===== src/rtl/pe_ctrl.sv =====
// ---------------------------------------------------------------------------
// pe_ctrl
//
// Sequences one processing element through a dot-product job. The first
// VEC_LEN words of the input stream go into the PE weight buffer. The PE
// accumulator is then cleared, and VEC_LEN operand words are issued one at a
// time. Each issue waits for the PE result strobe before the next one goes
// out. The final accumulator value is captured as the job result. If the PE
// stays silent for TIMEOUT cycles after an issue, the job is aborted and
// reported with err.
//
// Ports
//   aclk       clock; all logic on the rising edge
//   areset     synchronous active-high reset
//   start      begins a job; only sampled while idle
//   busy       high whenever a job is in progress
//   done       one-cycle pulse at job end (normal or aborted)
//   err        qualifies done: 1 = aborted by timeout
//   s_valid    input stream word valid
//   s_ready    input stream word accepted when s_valid & s_ready
//   s_data     input stream data: weights first, then operands
//   pe_rst     active-high PE accumulator clear
//   pe_we      PE buffer write enable
//   pe_valid   PE operand strobe
//   pe_addr    PE buffer address (write address or operand index)
//   pe_din     PE buffer write data
//   pe_ain     PE operand
//   pe_dvalid  PE result strobe
//   pe_dout    PE accumulator value
//   result     captured dot product; holds until the next capture
// ---------------------------------------------------------------------------
module pe_ctrl #(
    parameter int DATA_W  = 32,
    parameter int ADDR_W  = 6,
    parameter int VEC_LEN = 16,
    parameter int TIMEOUT = 255
) (
    input  logic              aclk,
    input  logic              areset,
    input  logic              start,
    output logic              busy,
    output logic              done,
    output logic              err,
    input  logic              s_valid,
    output logic              s_ready,
    input  logic [DATA_W-1:0] s_data,
    output logic              pe_rst,
    output logic              pe_we,
    output logic              pe_valid,
    output logic [ADDR_W-1:0] pe_addr,
    output logic [DATA_W-1:0] pe_din,
    output logic [DATA_W-1:0] pe_ain,
    input  logic              pe_dvalid,
    input  logic [DATA_W-1:0] pe_dout,
    output logic [DATA_W-1:0] result
);

    localparam logic [ADDR_W-1:0] LAST     = ADDR_W'(VEC_LEN - 1);
    localparam logic [7:0]        TMO_LAST = 8'(TIMEOUT - 1);

    typedef enum logic [2:0] {
        ST_IDLE,
        ST_LOAD,
        ST_CLEAR,
        ST_ISSUE,
        ST_WAIT,
        ST_DONE
    } state_t;

    state_t            state, state_nxt;
    logic [ADDR_W-1:0] cnt, cnt_nxt;
    logic [7:0]        tmo, tmo_nxt;

    logic              busy_nxt, done_nxt, err_nxt, s_ready_nxt;
    logic              pe_rst_nxt, pe_we_nxt, pe_valid_nxt;
    logic [ADDR_W-1:0] pe_addr_nxt;
    logic [DATA_W-1:0] pe_din_nxt, pe_ain_nxt, result_nxt;
    logic              hs;

    // s_ready is a registered copy of "state is LOAD or ISSUE", so a
    // handshake can be decided from the current outputs alone.
    assign hs = s_valid & s_ready;

    // Next-state and next-output logic. Every output is registered, so the
    // level-type outputs (busy, done, s_ready, pe_rst) are decoded from the
    // state being entered rather than the state being left.
    always_comb begin
        state_nxt    = state;
        cnt_nxt      = cnt;
        tmo_nxt      = tmo;
        err_nxt      = 1'b0;
        pe_we_nxt    = 1'b0;
        pe_valid_nxt = 1'b0;
        pe_addr_nxt  = pe_addr;
        pe_din_nxt   = pe_din;
        pe_ain_nxt   = pe_ain;
        result_nxt   = result;

        case (state)
            ST_IDLE: begin
                if (start) begin
                    state_nxt = ST_LOAD;
                    cnt_nxt   = '0;
                end
            end
            ST_LOAD: begin
                if (hs) begin
                    pe_we_nxt   = 1'b1;
                    pe_addr_nxt = cnt;
                    pe_din_nxt  = s_data;
                    if (cnt == LAST) begin
                        state_nxt = ST_CLEAR;
                    end else begin
                        cnt_nxt = cnt + ADDR_W'(1);
                    end
                end
            end
            ST_CLEAR: begin
                state_nxt = ST_ISSUE;
                cnt_nxt   = '0;
            end
            ST_ISSUE: begin
                if (hs) begin
                    pe_valid_nxt = 1'b1;
                    pe_ain_nxt   = s_data;
                    pe_addr_nxt  = cnt;
                    state_nxt    = ST_WAIT;
                    tmo_nxt      = '0;
                end
            end
            ST_WAIT: begin
                // The terminal check comes before the increment, so cnt
                // never wraps inside a job.
                if (pe_dvalid) begin
                    if (cnt == LAST) begin
                        result_nxt = pe_dout;
                        state_nxt  = ST_DONE;
                        err_nxt    = 1'b0;
                    end else begin
                        cnt_nxt   = cnt + ADDR_W'(1);
                        state_nxt = ST_ISSUE;
                    end
                end else if (tmo == TMO_LAST) begin
                    state_nxt = ST_DONE;
                    err_nxt   = 1'b1;
                end else begin
                    tmo_nxt = tmo + 8'd1;
                end
            end
            ST_DONE: begin
                state_nxt = ST_IDLE;
            end
            default: begin
                state_nxt = ST_IDLE;
            end
        endcase

        busy_nxt    = (state_nxt != ST_IDLE);
        done_nxt    = (state_nxt == ST_DONE);
        s_ready_nxt = (state_nxt == ST_LOAD) || (state_nxt == ST_ISSUE);
        pe_rst_nxt  = (state_nxt == ST_CLEAR);
    end

    // State, counters and all outputs. Reset holds the PE accumulator in
    // clear and drops every other output.
    always_ff @(posedge aclk) begin
        if (areset) begin
            state    <= ST_IDLE;
            cnt      <= '0;
            tmo      <= '0;
            busy     <= 1'b0;
            done     <= 1'b0;
            err      <= 1'b0;
            s_ready  <= 1'b0;
            pe_rst   <= 1'b1;
            pe_we    <= 1'b0;
            pe_valid <= 1'b0;
            pe_addr  <= '0;
            pe_din   <= '0;
            pe_ain   <= '0;
            result   <= '0;
        end else begin
            state    <= state_nxt;
            cnt      <= cnt_nxt;
            tmo      <= tmo_nxt;
            busy     <= busy_nxt;
            done     <= done_nxt;
            err      <= err_nxt;
            s_ready  <= s_ready_nxt;
            pe_rst   <= pe_rst_nxt;
            pe_we    <= pe_we_nxt;
            pe_valid <= pe_valid_nxt;
            pe_addr  <= pe_addr_nxt;
            pe_din   <= pe_din_nxt;
            pe_ain   <= pe_ain_nxt;
            result   <= result_nxt;
        end
    end

endmodule


===== config.mk =====
export PLATFORM = sky130hd
export DESIGN_NAME = pe_ctrl
export DESIGN_NICKNAME = d
export VERILOG_FILES = /design/src/rtl/pe_ctrl.sv
export SDC_FILE = /design/constraint.sdc
export NUM_CORES = 1
export LEC_CHECK = 0
export ABC_CLOCK_PERIOD_IN_PS = 4500
export CORE_MARGIN = 2
export CORE_UTILIZATION = 35
export DETAILED_ROUTE_END_ITERATION = 8
export DONT_BUFFER_PORTS = 1
export GPL_ROUTABILITY_DRIVEN = 0
export REMOVE_ABC_BUFFERS = 1
export SYNTH_ARGS = -nofsm -noshare
export SYNTH_HDL_FRONTEND = slang
export SYNTH_SLANG_ARGS = --single-unit

===== constraint.sdc =====
create_clock -name aclk -period 4.5 [get_ports aclk]
set_clock_uncertainty 0.2 [all_clocks]
set_input_delay 0.45 -clock aclk [delete_from_list [all_inputs] [get_ports aclk]]
set_output_delay 0.45 -clock aclk [all_outputs]
set_load 0.005 [all_outputs]

==> out/summary.txt, run 1 <==
status -> finished clean
Die Ht -> 120.6 um
CTS max path bufs -> 2
row count -> 42
total negative setup slack -> 0 ps
GRT Resource Usage Total -> 0.1767
Setup crit start kind -> flop
CP required -> 4650 ps
antenna viol nets, final -> 0
Distinct cells, synth -> 50
Die Area -> 0.01454 mm2
Tmin final -> 3181 ps
TritonCTS buffer count -> 17
Non-Filler Instances -> 825
router iterations before antenna repair -> 4
Fmax -> 314.4 MHz
share of cells above drive strength 1 -> 0.07407
routed length per instance -> 15.38 um
Crit Path Max Fanout -> 32
first-pass GRT wire length -> 20000 um
Seq. cell area -> 0.002522 mm2
max_cap viols -> 0
Synth Register Bits -> 126
H-tree depth -> 4
global route overflow -> 0
FFs w/ async S/R, synth -> 0
Initial Util -> 0.3592
CTS tree -> yes
nets@finish -> 707
commonest non-fill, non-tap cells in the layout -> 214 x nand2_1, 126 x dfxtp_1, 111 x a21oi_1
Final Util -> 0.4554
area of the multi-input gates -> 0.002034 mm2
drt via density -> 5.025
die width -> 120.6 um
Syn. warnings -> 0
worst hold slack -> 50.54 ps
Seq/Total Area, Yosys -> 0.5302
root buffer cell -> clkbuf_16
crit share post-route -> 0.7069
endpoints failing setup -> 0
Via Count -> 4146
placed cells -> 726
initial antenna violation count -> 0
Lkg Pwr -> 2.015 nW
hold crit path type -> in -> reg
Slew headroom -> 0.2032
peak supply drop -> 0.0002263 V
Ports -> 178
Pwr Density -> 412.9 mW/mm2
Post-Synthesis Cells -> 587
top_reg_cell synth -> dfxtp_1
largest net degree at the start of global routing -> 108
Slew Limit Fails -> 0
critical path type -> reg -> reg
FILL cells -> 1314
vias in the first global route -> 3936
Slew @ Worst Pin -> 1194 ps
RSZ-0062 raised after global routing -> false
Post-Syn Area per Cell -> 8.104 um2
most common cell after layout, fill and taps aside -> nand2_1
pre-CTS setup slack -> 1754 ps
Critical Path AT -> 3330 ps
setup ws final -> 1319 ps
clk slew on worst S/H paths -> 60 ps
number of synthesized flops with an enable pin -> 0
core area -> 0.01324 mm2
crit end category -> flop
Hold Vio Cnt, Final -> 0
DRT Wirelength -> 12690 um
1st-iter DRT viols -> 292
post-DP HPWL -> 7975 um
mapped cell area -> 0.004757 mm2
area added between synthesis and finish -> 26.78%
port buffer count -> 0
# clock sinks -> 126
# DRC -> 0
clock latency on the worst-skew pair -> 400 ps
final timing paths:
path,startpoint,to,slack [ps],depth (start not counted)
max,cnt[0],result[18],1320,7
min,areset,state[1],50,2
max reg2reg,cnt[0],result[18],1320,7
min reg2reg,pe_ain[10],pe_ain[10],270,2
final cells by class:
class,instances,area share
Tap cell,176,0.03651
Inverter,2,0.001245
Timing Repair Buffer,68,0.1149
Antenna cell,1,0.0004149
Clock inverter,13,0.01950
Multi-Input combinational cell,420,0.3373
Clock buffer,19,0.07178
Sequential cell,126,0.4183
repair_timing:
action	CTS	global route
hold endpoints to repair	108	0
gates resized for setup	0	0
setup buffers	0	0
hold buffers	66	0
setup endpoints to repair	0	0
cells in the mapped netlist (all sizes together), types with 4 or more instances:
master | instances | share of area
nand2 | 215 | 0.17
dfxtp | 126 | 0.53
a21oi | 111 | 0.12
nor2 | 23 | 0.019
buf | 22 | 0.028
clkbuf | 17 | 0.013
nand3 | 8 | 0.0095
nand2b | 6 | 0.0084
xnor2 | 6 | 0.011
o21ai | 4 | 0.0050
layer usage:
layer / vias up / track usage / part of all wire
met4: 0 / 0.08140 / 0.027
met5: - / 0 / 0
met2: 160 / 0.2846 / 0.50
li1: 2038 / - / -
met3: 25 / 0.08302 / 0.077
met1: 1923 / 0.1983 / 0.40
kinds of logic (layout without fill, tap and decap cells):
kind of cell	after synthesis	in the layout	share of synthesized area
simple gates	276	276	0.2478
compound gates	130	130	0.1497
flops	126	126	0.5302
buf+inv	41	102	0.04261
xor+xnor	9	9	0.01657
fa+ha+maj	3	3	0.007891
mux	2	2	0.005260
other cells	0	1	0
sequential cells by signal (all words and copies together), names as in the netlist, 3 cells and up:
name / flops
pe_ain: 32
pe_addr: 6
cnt: 6
state: 3
tmo: 8
result: 32
pe_din: 32
report_power, final:
group | internal [mW] | switching, mW
sequential | 1.13 | 0.0102
combinational | 0.0535 | 0.0484
clock | 0.758 | 0.493
worst max-delay path, cell delays in order, from the launching register on:
cell and delay (ps):
dfxtp_1 390, ha_1 250, nand2b_1 110, or3_1 360, nor2_2 930, nand2_1 160, a21oi_1 160, dlygate4sd3_1 550
metrics by stage:
step           power (mW)  instance area, um2
3_3_place_gp        1.193                4800
3_5_place_dp        1.195                4800
6_report            2.490                6031
2_1_floorplan       1.184                4562
4_1_cts             2.528                6028
5_1_grt             2.590                6028
Power figures use the tool's default switching activity.
==> run 2, diff against run 1 <==
--- a/config.mk
+++ b/config.mk
@@ -5,7 +5,7 @@
 export SDC_FILE = /design/constraint.sdc
 export NUM_CORES = 1
 export LEC_CHECK = 0
-export ABC_CLOCK_PERIOD_IN_PS = 4500
+export ABC_CLOCK_PERIOD_IN_PS = 2800
 export CORE_MARGIN = 2
 export CORE_UTILIZATION = 35
 export DETAILED_ROUTE_END_ITERATION = 8
==> constraint.sdc (replaced) <==
create_clock -name aclk -period 2.8 [get_ports aclk]
set_clock_uncertainty 0.2 [all_clocks]
set_input_delay 0.28 -clock aclk [delete_from_list [all_inputs] [get_ports aclk]]
set_output_delay 0.28 -clock aclk [all_outputs]
set_load 0.005 [all_outputs]
==> run 2 against run 1 <==
Global-route usage fell by 0.055 points. Design area rose by 2.9%. First-iteration DRC count fell by 29%. Sequential share of layout area fell by 1.2 points. Maximum frequency rose by 19%. Combinational power rose by 67%. Cell count rose by 1.2%. Non-clock buffer count rose by 11. Clock power rose by 90%. Worst hold slack got worse by 2.3 ps. Wire length rose by 0.22%. Critical path depth rose by 1.
==> out/summary.txt, run 2 (same netlist as run 1, synthesis figures left out) <==
status -> finished clean
endpoints failing setup -> 0 (unchanged)
Regs by FF count -> pe_ain: 32 flops, pe_din: 32 flops, result: 32 flops
Slew headroom -> 0.6319 (+0.4287)
Pwr Density -> 702.9 mW/mm2 (+70%)
RSZ-0062 raised after global routing -> false
post-DP HPWL -> 8010 um (+0.44%)
Slew @ Worst Pin -> 551.0 ps (-642.9 ps)
global route overflow -> 0 (unchanged)
Slew Limit Fails -> 0 (unchanged)
first-pass GRT wire length -> 20130 um (+0.65%)
FILL cells -> 1253 (-4.6%)
most common cell after layout, fill and taps aside -> nand2_1
critical path type -> reg -> reg
Lkg Pwr -> 2.119 nW (+5.2%)
Setup crit start kind -> flop
setup ws final -> 137.0 ps (-1182 ps)
clk slew on worst S/H paths -> 60 ps (about the same)
TritonCTS buffer count -> 17 (unchanged)
total negative setup slack -> 0 ps (unchanged)
antenna viol nets, final -> 0 (unchanged)
Hold Vio Cnt, Final -> 0 (unchanged)
CP Cell Sequence -> ha_1 > nand2b_1 > or3_1 > nor2_2 > buf_4 > nand2_1 > a21oi_1 > dlygate4sd3_1
Critical Path AT -> 2810 ps (-520 ps)
routed length per instance -> 15.23 um (-0.98%)
Via Count -> 4153 (+0.17%)
GRT Resource Usage Total -> 0.1762 (-0.0005488)
crit end category -> flop
root buffer cell -> clkbuf_16
CTS max path bufs -> 2 (unchanged)
pre-CTS setup slack -> 574.2 ps (-1180 ps)
die width -> 120.6 um (unchanged)
DRT Wirelength -> 12720 um (+0.22%)
1st-iter DRT viols -> 207 (-29%)
crit share post-route -> 0.9511 (+0.2442)
Worst path max stage delay -> 560 ps (-370 ps)
Crit Path Max Fanout -> 32 (unchanged)
port buffer count -> 0 (unchanged)
largest net degree at the start of global routing -> 113 (+4.6%)
vias in the first global route -> 3977 (+1.0%)
row count -> 42 (unchanged)
max_cap viols -> 0 (unchanged)
share of cells above drive strength 1 -> 0.09105 (+0.01697)
Initial Util -> 0.3592 (unchanged)
Tmin final -> 2663 ps (-517.9 ps)
router iterations before antenna repair -> 4 (unchanged)
drt via density -> 4.974 (-1.0%)
initial antenna violation count -> 1 (+1)
Die Ht -> 120.6 um (unchanged)
Die Area -> 0.01454 mm2 (unchanged)
Inserted Diodes -> 0 (-1)
clock latency on the worst-skew pair -> 400 ps (about the same)
H-tree depth -> 4 (unchanged)
# clock sinks -> 126 (unchanged)
Fmax -> 375.5 MHz (+19%)
CTS tree -> yes
nets@finish -> 718 (+1.6%)
Design Power -> 4.364 mW (+75%)
Slowest cell on crit path -> dlygate4sd3_1
area added between synthesis and finish -> 30.51%
# DRC -> 0 (unchanged)
peak supply drop -> 0.0004821 V (+110%)
commonest non-fill, non-tap cells in the layout -> 214 x nand2_1, 125 x dfxtp_1, 111 x a21oi_1
core area -> 0.01324 mm2 (unchanged)
Ports -> 178 (unchanged)
CP required -> 2950 ps (-1700 ps)
hold crit path type -> in -> reg
==> run 2: worst paths after layout <==
check / startpoint / endpoint / slack [ps] / cells past startpoint
min reg2reg: pe_ain[4] / pe_ain[4] / 270 / 2
min: start / done / 50 / 3
max reg2reg: cnt[0] / result[16] / 140 / 8
max: cnt[0] / result[16] / 140 / 8
==> run 2: power breakdown <==
group          internal [mW]  switching [mW]
clock network           1.58           0.789
logic                 0.0880          0.0817
registers               1.81          0.0161
==> run 2: critical path: cells and delay by family (launching register included) <==
family	cells	cell delay, ps
adders and majority gates	1	250
and+or+nand+nor	4	730
AOI/OAI and AO/OA	1	140
buffers and inverters	2	870
DFF	1	400
==> run 2: metrics by stage <==
step | std cells | hold WS, ps | cell area (um2) | utilization
floorplan | 548 | 149.1 | 4562 | -
global placement | 732 | 160.1 | 4845 | 0.3658
global route | 835 | 58.47 | 6208 | 0.4688
finish | 835 | 48.26 | 6208 | 0.4688
CTS | 831 | 23.82 | 6177 | 0.4665
detailed placement | 732 | 162.3 | 4845 | 0.3658
==> run 2: metal layers <==
layer  global-route usage  part of all wire  wire, um
met4              0.07922             0.028       359
met2               0.2835              0.50      6295
met1               0.2062              0.41      5195
met3              0.07075             0.068       864
met5                    0                 0         0
==> run 2: what timing repair did <==
item                                   4_1_cts  5_1_grt
endpoints found under the hold margin      120        0
gates resized for setup                      0        1
hold buffers                                67        0
setup endpoints to repair                    0        1
setup buffers                                0        4
==> run 2: layout make-up <==
| cell class | count | area, um2 | share of cell area |
|---|---|---|---|
| well taps | 176 | 220.2 | 0.03547 |
| inverters | 2 | 7.507 | 0.001209 |
| multi-input cells | 420 | 2034 | 0.3277 |
| repair buffers | 79 | 778.2 | 0.1254 |
| flip-flops and latches | 126 | 2524 | 0.4065 |
| clock buffers | 18 | 429.2 | 0.06913 |
| clock inverters | 14 | 215.2 | 0.03466 |
